==> src/rtl/pitch_lookup_arbiter_pkg.sv <==
// Shared definitions for the pitch lookup arbiter: default widths and FSM encoding.
package pitch_lookup_arbiter_pkg;

  // Default note index / pitch word widths shared with the rest of the APU.
  localparam int unsigned DefNoteWidth  = 6;
  localparam int unsigned DefPitchWidth = 16;

  typedef enum logic [1:0] {
    StIdle = 2'd0,
    StWait = 2'd1,
    StResp = 2'd2
  } state_e;

endpackage

==> src/rtl/pitch_lookup_arbiter_rr_arbiter.sv <==
// Combinational round-robin arbiter: grants the first request at or after the
// pointer, wrapping around. Independent of the lookup table so it can be reused
// for other shared resources.
module pitch_lookup_arbiter_rr_arbiter #(
  parameter int unsigned NumReq = 4,
  localparam int unsigned IdxW  = (NumReq > 1) ? $clog2(NumReq) : 1
) (
  input  logic [NumReq-1:0] req_i,
  input  logic [IdxW-1:0]   ptr_i,
  output logic [NumReq-1:0] gnt_o,
  output logic [IdxW-1:0]   gnt_idx_o,
  output logic              any_gnt_o
);

  logic [IdxW-1:0] idx;

  // Scan from the pointer upward; the first hit wins.
  always_comb begin
    gnt_o     = '0;
    gnt_idx_o = '0;
    any_gnt_o = 1'b0;
    idx       = '0;
    for (int unsigned i = 0; i < NumReq; i++) begin
      idx = IdxW'((32'(ptr_i) + i) % NumReq);
      if (!any_gnt_o && req_i[idx]) begin
        any_gnt_o = 1'b1;
        gnt_o[idx] = 1'b1;
        gnt_idx_o = idx;
      end
    end
  end

endmodule

==> src/rtl/pitch_lookup_arbiter.sv <==
// Shares one fixed-latency pitch table among several channel controllers.
// Requests are latched per channel, granted round-robin, one lookup in flight.
module pitch_lookup_arbiter
  import pitch_lookup_arbiter_pkg::*;
#(
  parameter int unsigned NUM_CHANNELS   = 4,
  parameter int unsigned NOTE_WIDTH     = DefNoteWidth,
  parameter int unsigned PITCH_WIDTH    = DefPitchWidth,
  parameter int unsigned LOOKUP_LATENCY = 2
) (
  input  logic                             i_clk,
  input  logic                             i_rst,
  input  logic [NUM_CHANNELS-1:0]          i_req,
  input  logic [NUM_CHANNELS*NOTE_WIDTH-1:0] i_note,
  output logic [NUM_CHANNELS-1:0]          o_valid,
  output logic [PITCH_WIDTH-1:0]           o_pitch,
  output logic                             o_lookup_en,
  output logic [NOTE_WIDTH-1:0]            o_lookup_addr,
  input  logic [PITCH_WIDTH-1:0]           i_lookup_data,
  output logic                             o_busy
);

  localparam int unsigned PtrW = (NUM_CHANNELS > 1) ? $clog2(NUM_CHANNELS) : 1;
  localparam int unsigned CntW = $clog2(LOOKUP_LATENCY) + 1;

  state_e                  state_q, state_d;
  logic [NUM_CHANNELS-1:0] pending_q, pending_d, pending_clr;
  logic [NOTE_WIDTH-1:0]   note_q [NUM_CHANNELS];
  logic [NOTE_WIDTH-1:0]   note_d [NUM_CHANNELS];
  logic [PtrW-1:0]         ptr_q, ptr_d;
  logic [PtrW-1:0]         gnt_idx_q, gnt_idx_d;
  logic [CntW-1:0]         cnt_q, cnt_d;
  logic [PITCH_WIDTH-1:0]  pitch_q, pitch_d;

  logic [NUM_CHANNELS-1:0] arb_gnt;
  logic [PtrW-1:0]         arb_idx;
  logic                    arb_any;

  pitch_lookup_arbiter_rr_arbiter #(
    .NumReq (NUM_CHANNELS)
  ) u_rr_arbiter (
    .req_i     (pending_q),
    .ptr_i     (ptr_q),
    .gnt_o     (arb_gnt),
    .gnt_idx_o (arb_idx),
    .any_gnt_o (arb_any)
  );

  // Latch each channel's note on its strobe; a re-strobe simply overwrites it.
  always_comb begin
    note_d = note_q;
    for (int k = 0; k < int'(NUM_CHANNELS); k++) begin
      if (i_req[k]) note_d[k] = i_note[k*NOTE_WIDTH +: NOTE_WIDTH];
    end
  end

  // Grant / wait / respond sequencing plus table strobe and response outputs.
  always_comb begin
    state_d       = state_q;
    pending_clr   = '0;
    ptr_d         = ptr_q;
    gnt_idx_d     = gnt_idx_q;
    cnt_d         = cnt_q;
    pitch_d       = pitch_q;
    o_lookup_en   = 1'b0;
    o_lookup_addr = '0;
    o_valid       = '0;
    unique case (state_q)
      StIdle: begin
        if (arb_any) begin
          o_lookup_en   = 1'b1;
          o_lookup_addr = note_q[arb_idx];
          pending_clr   = arb_gnt;
          gnt_idx_d     = arb_idx;
          cnt_d         = CntW'(LOOKUP_LATENCY - 1);
          state_d       = StWait;
        end
      end
      StWait: begin
        if (cnt_q == '0) begin
          pitch_d = i_lookup_data;
          state_d = StResp;
        end else begin
          cnt_d = cnt_q - CntW'(1);
        end
      end
      StResp: begin
        o_valid[gnt_idx_q] = 1'b1;
        ptr_d   = (gnt_idx_q == PtrW'(NUM_CHANNELS - 1)) ? '0 : gnt_idx_q + PtrW'(1);
        state_d = StIdle;
      end
      default: state_d = StIdle;
    endcase
    // A new strobe for the granted channel in the grant cycle survives the clear.
    pending_d = (pending_q & ~pending_clr) | i_req;
  end

  assign o_pitch = pitch_q;
  assign o_busy  = (state_q != StIdle) | (|pending_q);

  // State registers with synchronous reset; in-flight lookups are abandoned.
  always_ff @(posedge i_clk) begin
    if (i_rst) begin
      state_q   <= StIdle;
      pending_q <= '0;
      note_q    <= '{default: '0};
      ptr_q     <= '0;
      gnt_idx_q <= '0;
      cnt_q     <= '0;
      pitch_q   <= '0;
    end else begin
      state_q   <= state_d;
      pending_q <= pending_d;
      note_q    <= note_d;
      ptr_q     <= ptr_d;
      gnt_idx_q <= gnt_idx_d;
      cnt_q     <= cnt_d;
      pitch_q   <= pitch_d;
    end
  end

endmodule

==> config.mk <==
export PLATFORM = sky130hd
export DESIGN_NAME = pitch_lookup_arbiter
export DESIGN_NICKNAME = d
export VERILOG_FILES = /design/src/rtl/pitch_lookup_arbiter_pkg.sv /design/src/rtl/pitch_lookup_arbiter_rr_arbiter.sv /design/src/rtl/pitch_lookup_arbiter.sv
export SDC_FILE = /design/constraint.sdc
export NUM_CORES = 1
export LEC_CHECK = 0
export CORE_ASPECT_RATIO = 1.75
export CORE_MARGIN = 8
export CORE_UTILIZATION = 51
export CTS_CLUSTER_DIAMETER = 200
export DETAILED_ROUTE_END_ITERATION = 10
export GPL_TIMING_DRIVEN = 1
export PLACE_DENSITY = 0.85
export RECOVER_POWER = 50
export SYNTH_ARGS = -nofsm -noshare
export SYNTH_HDL_FRONTEND = slang
export SYNTH_HIERARCHICAL = 1
export SYNTH_SLANG_ARGS = --single-unit
==> constraint.sdc <==
create_clock -name i_clk -period 5.95 [get_ports i_clk]
set_input_delay 1.785 -clock i_clk [delete_from_list [all_inputs] [get_ports i_clk]]
set_output_delay 1.785 -clock i_clk [all_outputs]
set_load 0.005 [all_outputs]
---- Yosys cells after proc, flatten, opt, wreduce, memory -nomap -nowiden ----
Index checks and enable logic that the tools add are counted.
storage, ports and cells
  register bits after elaboration ......... 52
  latch bits .............................. 0
  RAM bits ................................ 0
  memory bits (read-only) ................. 0
  input port bits ......................... 46
  output and inout bits ................... 28
  logic and storage cells ................. 106
  memories ................................ 0
cells by class
  $add $sub $neg .......................... 5
  $mul .................................... 0
  div/mod/pow operators ................... 0
  $lt $le $gt $ge ......................... 11
  eq/ne operators ......................... 6
  shifts and indexed selects .............. 0
  mux-type cells .......................... 46
  bitwise operators ....................... 8
  reduce and logical (&&, ||, !) cells .... 20
operator list
  operator                                                            count
  two-way mux 4 bit                                                   7
  two-way mux 6 bit                                                   4
  two-way mux 2 bit                                                   8
  OR 4 bit                                                            4
  < comparator 2 x 3 -> 1 bit (second input constant)                 5
  two-way mux 1 bit                                                   15
  binary-select mux 6 bit (select 2 bit)                              1
  demux 1 bit (select 2 bit)                                          5
  greater-or-equal comparator 2 x 1 -> 1 bit (second input constant)  5
  binary-select mux 1 bit (select 2 bit)                              4
  logical AND 1 bit                                                   8
  case mux 2 bit (2 select lines)                                     2
  != test 2 bit (second input constant)                               3
  AND reduction 2 bit                                                 3
  adder 2 x 1 -> 2 bit (second input constant)                        2
  adder 2 bit (second input constant)                                 2
  bitwise AND 4 bit                                                   1
  == test 2 bit (second input constant)                               2
  logical NOT 2 bit                                                   2
  inverter 4 bit                                                      1
  nonzero test 2 bit                                                  2
  OR reduction 4 bit                                                  1
  greater-or-equal comparator 3 bit (second input constant)           1
  logical NOT 1 bit                                                   3
  other kinds (5)                                                     5

---- Longest topological paths before layout ----
Gate-level depths: netlist of run 1.
  depth after elaboration ................. 18
  mapped depth ............................ 12

---- Modules after synthesis ----
Netlist of run 1, hierarchy kept.
by module, submodules not included
  module                           instances  cells an instance  area each (µm²)
  pitch_lookup_arbiter             1          231                2203.4
  pitch_lookup_arbiter_rr_arbiter  1          45                 421.7

---- Least setup slack after synthesis of run 1 ----
No wires, ideal clock.
  kind .................................... reg-to-output
  start ................................... reg ptr_q[0]
  end ..................................... out o_lookup_addr[0]
  arrival time ............................ 2703 ps
  slack ................................... 1462 ps
  cell stages (with the launch flop) ...... 12
  path buffers ............................ 3
  cells stage by stage .................... dfxtp_1 -> buf_6 -> inv_1 -> ha_1 -> mux4_2 -> buf_6 -> nor4b_4 -> nor2_1 -> a32o_1 -> buf_6 -> mux4_2 -> and2_1
between the ends
  longest elaborated chain between the ends .. 18
RTL lines
  element                                                                        line                                   RTL
  start: declaration                                                             pitch_lookup_arbiter.sv:30             logic [PtrW-1:0] ptr_q, ptr_d;
  start signal: assignment                                                       pitch_lookup_arbiter.sv:115            ptr_q <= ptr_d;
  parallel branches: the longest is 11 deep, another holds adder 2 x 1 -> 2 bit  -
  two-way mux 2 bit (*)                                                          pitch_lookup_arbiter_rr_arbiter.sv:25  if (!any_gnt_o && req_i[idx]) begin
  net arb_idx[1]                                                                 pitch_lookup_arbiter.sv:36             logic [PtrW-1:0] arb_idx;
  inverter 2 -> 3 bit (not written as such) (*)                                  pitch_lookup_arbiter.sv:72             o_lookup_addr = note_q[arb_idx];
  binary-select mux 6 bit (select 2 bit) (*)                                     pitch_lookup_arbiter.sv:72
  two-way mux 6 bit (not written as such) (*) (2 in a row)                       pitch_lookup_arbiter.sv:72
  two-way mux 6 bit (*)                                                          pitch_lookup_arbiter.sv:70             if (arb_any) begin
  two-way mux 6 bit (*)                                                          pitch_lookup_arbiter.sv:68             unique case (state_q)
  end: declaration                                                               pitch_lookup_arbiter.sv:18             output logic [NOTE_WIDTH-1:0] o_lookup_addr,
Mark *: on every way through the listed nets, which the timed path passes. The select of a mux whose other input is x is not followed.

---- Worst setup path in the final report of run 1 ----
  start ................................... reg ptr_q[1]
  end ..................................... out o_lookup_addr[0]
Same word-level chain as after synthesis.

==> impl_metrics.csv, run 1 <==
group,metric,value,unit
setup_path,critical_path_class,"flip-flop to primary output",
die,initial_core_util,52.7,%
placed_design,io_buffer_count,73,
setup_path,crit_path_start,"ptr_q[1]",
synthesis,synth-main-ff-cell,"dfxtp_1",
cts,hold_buffers,0,
synthesis,synthArstFlopShare,0,%
outcome,violations,"capacitance limit, slew limit",
global_route,use_met2,29.1,%
global_route,track_usage,15.7,%
detailed_routing,vias,2150,
synthesis,syn_area,2630,um2
min_path,hold_start,"o_pitch[13]",
global_route,grt_max_degree,53,
sta,tns,0,ns
placed_design,preCtsSetupSlack,0.524,ns
cts,root_buffer,"clkbuf_8",
synthesis,ys_types,39,
placed_design,gp_congestion,0.884,
sta,setup_viol,0,
cts,clock_latency,0.31,ns
die,fp.dieW,70.2,um
synthesis,syn_inst,276,
setup_path,worstSetupEndpointType,"primary output",
synthesis,yosysSeqAreaShare,39.7,%
sta,skew,0.00733,ns
cells_and_area,diodes,0,
sta,hold_viol,0,
die,die_h,111,um
cells_and_area,syn_to_final_growth,30.0,%
global_route,grt_pass1_vias,2119,
cts,post_cts_buffers,0,
sta,relSlewSlack,-50.2,%
power_and_ir_drop,p_leak,1.32,nW
global_route,grt.overflow.total,0,
synthesis,yosys_warnings,6,
power_and_ir_drop,ir_worst_vdd,0.000231,V
detailed_routing,postRouteAntennaNets,0,
sta,fin_crit,5.53,ns
cts,cts_resized,0,
setup_path,r2r_start,"ptr_q[1]",
global_route,grtUsageMet1,16.1,%
sta,layout_setup_ws,0.417,ns
min_path,hp-class,"flip-flop to flip-flop",
global_route,use_met3,2.87,%
cells_and_area,drive_gt1_share,8.28,%
cts,clk_pin_slew,0.09,ns
detailed_routing,wl_per_cell,16.1,um
cts,clockBufferDepth,2,
die,die_area,7790,um2
power_and_ir_drop,finalPower,1.00,mW
synthesis,syn-num-nets,332,
detailed_routing,wl,6300,um
setup_path,cp-start-kind,"flip-flop",
detailed_routing,firstDrtPassIters,4,
cts,clkSinkCount,52,
setup_path,cp_data_required_time,4.16,ns
die,ios,74,
cts,cts_buffers,5,
global_route,grt_pass1_wl,10100,um
power_and_ir_drop,p_per_area,294,nW/um2
setup_path,critPathMaxFanout,10,
die,rows,34,
sta,max_freq,0.181,GHz
global_route,antenna_found_initial,0,
detailed_routing,vias_per_cell,5.48,
setup_path,r2r_slack,3.23,ns
sta,timing.final.crit_share,93.0,%
cells_and_area,num-nets-final,393,
global_route,busiest_layer,"met2",
detailed_routing,drcViolationCount,0,
placed_design,dp_hpwl,4820,um
setup_path,arrival,3.75,ns
detailed_routing,drt-initial-drc-count,127,
run,maxCapViolations,1,
synthesis,synth_area_per_cell,9.51,um2
sta,slew_violations,53,
cts,h-tree-depth,2,
sta,worst_slew_pin_slew,2.25,ns
synthesis,synth_edf_count,0,
outcome,outcome,"finished with violations",
cells_and_area,final_util,68.6,%
sta,rsz0062_at_grt,"false",
synthesis,yosys_register_bits,52,
cts,cts_tree,"done",
die,core-area,4980,um2
[Yosys cell counts, types with 2 or more instances]
master	n	area (um2)
nand2b_1	2	12.5
ha_1	10	125
a22oi_1	8	60.1
dfxtp_1	52	1040
a311oi_1	4	35.0
mux2i_1	28	280
nand2_1	36	135
and2_1	10	62.6
nor4_1	2	12.5
clkbuf_1	11	41.3
nand2_2	2	12.5
o21ai_0	5	25.0
a21oi_1	16	80.1
buf_6	5	56.3
mux2_2	2	22.5
mux4_1	2	52.6
nor2b_1	2	12.5
a21oi_2	2	17.5
mux4_2	8	180
buf_2	3	15.0
nor2_1	37	139
nand3b_1	2	15.0
inv_1	11	41.3
[critical path, cell delays in order, from the launching register on]
cell and delay (ns):
dfxtp_1 0.53, inv_1 0.16, ha_1 0.37, mux4_2 0.43
nand2b_1 0.19, o221ai_1 0.15, a32o_1 0.43, mux4_2 0.55
and2_1 0.17, clkdlybuf4s50_1 0.46
[area by class of cell]
class / instances / area, um2
Clock buffer: 5 / 68.8
Fill cell: 391 / 1560
Sequential cell: 52 / 1040
Multi-Input combinational cell: 192 / 1410
Tap cell: 54 / 67.6
Timing Repair Buffer: 74 / 732
Inverter: 12 / 50.0
Clock inverter: 3 / 46.3
[final timing paths]
kind                                    endpoint  cells past startpoint
worst max-delay path            o_lookup_addr[0]                      9
worst min-delay path                 o_pitch[13]                      2
worst max register to register      gnt_idx_q[1]                      8
worst min register to register       o_pitch[13]                      2
[flip-flops by register name, summed over array words and instances, names as in the netlist]
signal	cells
gnt_idx_q	2
state_q	2
o_pitch	16
pending_q	4
ptr_q	2
cnt_q	2
note_q	24
[power by group]
part | internal (mW) | switching (mW) | total [mW] | leakage (nW)
Sequential | 0.387 | 0.0335 | 0.420 | 0.428
Combinational | 0.178 | 0.157 | 0.336 | 0.838
Clock | 0.127 | 0.119 | 0.246 | 0.0548
[metrics by stage]
stage	instances	cell area [um2]	hold WS, ns
floorplan	276	2630	0.453
global placement	384	3300	0.441
detailed placement	384	3300	0.447
CTS	392	3410	0.461
global route	392	3410	0.482
finish	392	3410	0.460
[cells by family after synthesis]
family                   count (synthesis)  share of synthesized area (%)
AND/OR/NAND/NOR                         99                           17.7
flip-flops                              52                           39.7
AO/OA/AOI/OAI                           43                           10.7
multiplexers                            40                           20.4
buffers and inverters                   32                           6.77
adder cells (fa/ha/maj)                 10                           4.77
[cells in the final DEF (no fill, tap or decap), types with 2 or more instances in the layout]
master and instances:
a21oi_1 16, a21oi_2 2, a22oi_1 8, a311oi_1 4, and2_1 10, clkbuf_8 5
clkdlybuf4s50_1 72, dfxtp_1 51, ha_1 10, inv_1 11, mux2_2 2, mux2i_1 28
mux4_1 2, mux4_2 8, nand2_1 36, nand2_2 2, nand2b_1 2, nand3b_1 2
nor2_1 37, nor2b_1 2, nor4_1 2, o21ai_0 5
[routing by layer]
metal / share of wire [%] / routed length, um
met4: 2.3 / 147
met3: 3.3 / 209
met1: 37 / 2360
met5: 0 / 0
met2: 57 / 3580
Power figures use the tool's default switching activity.
==> inputs of run 2 (changes only) <==
- GPL_TIMING_DRIVEN: 1 -> 0
==> impl_metrics.csv, run 2 (synthesis gave the netlist of run 1 again) <==
group,metric,value,unit
die,die_area,7790,um2
placed_design,io_buffer_count,68,
cells_and_area,stdcell_area,3450,um2
run,maxCapViolations,0,
detailed_routing,drt-initial-drc-count,75,
cts,clock_latency,0.30,ns
cts,h-tree-depth,2,
min_path,holdPathStages,2,
placed_design,gp_congestion,0.795,
sta,skew,0.00469,ns
cts,cts_resized,0,
sta,rsz0062_at_grt,"false",
detailed_routing,wl_per_cell,16.3,um
cells_and_area,drive_gt1_share,9.40,%
sta,slew_violations,0,
die,initial_core_util,52.7,%
setup_path,critPathMaxFanout,10,
cts,root_buffer,"clkbuf_8",
cts,post_cts_buffers,0,
detailed_routing,wl,6580,um
setup_path,cp_slowest_cell,"dfxtp_1",
cells_and_area,largest_register_ffs,24,
sta,fin_crit,5.57,ns
placed_design,place_area,3370,um2
cells_and_area,final_util,69.3,%
detailed_routing,firstDrtPassIters,4,
cells_and_area,num-nets-final,407,
global_route,grt_pass1_wl,10700,um
cts,clockBufferDepth,2,
cells_and_area,final_cell_mix,"clkdlybuf4s50_1 (68), dfxtp_1 (52), nor2_1 (37)",
setup_path,worstSetupEndpointType,"primary output",
cts,clkSinkCount,52,
setup_path,critPathMaxStageDelay,0.54,ns
die,die_h,111,um
die,core-area,4980,um2
sta,worst_slew_pin_slew,0.623,ns
outcome,outcome,"finished clean",
detailed_routing,vias_per_cell,5.46,
global_route,track_usage,16.7,%
power_and_ir_drop,ir_worst_vdd,0.000294,V
cells_and_area,nFillCells,388,
detailed_routing,postRouteAntennaNets,0,
setup_path,arrival,3.78,ns
setup_path,r2r_slack,3.20,ns
die,ios,74,
setup_path,rr_endpoint,"pending_q[2]",
cells_and_area,layout_commonest_cell,"clkdlybuf4s50_1",
power_and_ir_drop,p_per_area,284,nW/um2
setup_path,r2r_start,"ptr_q[1]",
min_path,hold_start,"o_pitch[12]",
global_route,grt_max_degree,15,
cells_and_area,diodes,0,
sta,timing.final.crit_share,93.5,%
cells_and_area,syn_to_final_growth,31.5,%
cts,cts_buffers,5,
min_path,whs_endpoint,"o_pitch[12]",
power_and_ir_drop,p_leak,1.35,nW
setup_path,critical_path_class,"flip-flop to primary output",
sta,tns,0,ns
sta,hold_viol,0,
min_path,hp-class,"flip-flop to flip-flop",
placed_design,dp_hpwl,5180,um
setup_path,r2r_cells,10,
setup_path,cp_data_required_time,4.16,ns
setup_path,path_cells,"inv_1 > ha_1 > mux4_2 > buf_6 > nor4b_4 > nor2_1 > a32o_1 > buf_6 > mux4_2 > and2_1 > clkdlybuf4s50_1",
sta,setup_viol,0,
power_and_ir_drop,finalPower,0.981,mW
setup_path,cp-start-kind,"flip-flop",
die,rows,34,
sta,max_freq,0.180,GHz
cts,hold_buffers,0,
sta,relSlewSlack,58.5,%
cts,cts_tree,"done",
cts,clk_pin_slew,0.09,ns
cells_and_area,top_register,"note_q",
detailed_routing,vias,2210,
detailed_routing,drcViolationCount,0,
die,fp.dieW,70.2,um
global_route,antenna_found_initial,0,
global_route,grt_pass1_vias,2187,
global_route,grt.overflow.total,0,
==> run 2: cell count changes in the layout (fill, tap and decap cells not counted), sizes merged <==
cell,delta
buf,+8
bufinv,-1
clkbuf,+11
clkdlybuf4s50,-4
clkinv,+1
clkinvlp,-1
inv,-1
==> run 2: where the power goes <==
group | switching, mW | internal (mW) | total (mW)
logic | 0.175 | 0.202 | 0.377
clock network | 0.108 | 0.0802 | 0.189
registers | 0.0285 | 0.386 | 0.415
==> run 2: how the worst max path moves through the flow <==
stage | start | to | cells after the start
after floorplan | ptr_q[0] | o_lookup_addr[0] | 11
after global placement | ptr_q[1] | o_lookup_addr[0] | 11
after detailed placement | ptr_q[1] | o_lookup_addr[0] | 11
after CTS | ptr_q[1] | o_lookup_addr[0] | 11
after global routing | ptr_q[1] | o_lookup_addr[2] | 11
final | ptr_q[1] | o_lookup_addr[0] | 11
==> run 2: critical path: cells and delay by family (launching register included) <==
| kind | cells | cell delay, ns |
|---|---|---|
| simple gates | 3 | 0.63 |
| flops | 1 | 0.54 |
| compound gates | 1 | 0.25 |
| fa+ha+maj | 1 | 0.38 |
| buf+inv | 4 | 0.94 |
| mux | 2 | 0.73 |
==> run 2: metal layers <==
metal	vias up	track usage [%]	routed length, um
li1	1102	-	-
met1	1036	16.6	2490
met2	56	31.4	3660
met3	16	2.96	212
met4	0	8.09	212
met5	-	0	0
==> run 2: area by class of cell <==
cell class | instances | area (um2) | share of cell area (%)
clock inverters | 1 | 5.00 | 0.145
repair buffers | 68 | 681 | 19.7
multi-input cells | 192 | 1410 | 40.8
flip-flops and latches | 52 | 1040 | 30.2
inverters | 12 | 50.0 | 1.45
well taps | 54 | 67.6 | 1.96
clock buffers | 6 | 72.6 | 2.10
plain buffers | 20 | 128 | 3.70
==> run 2: through the flow <==
step | std cells | setup WS, ns | hold WS [ns]
5_1_grt | 405 | 0.212 | 0.476
2_1_floorplan | 276 | 1.46 | 0.453
3_5_place_dp | 398 | 0.716 | 0.447
4_1_cts | 405 | 0.374 | 0.460
3_3_place_gp | 398 | 0.739 | 0.441
6_report | 405 | 0.384 | 0.457
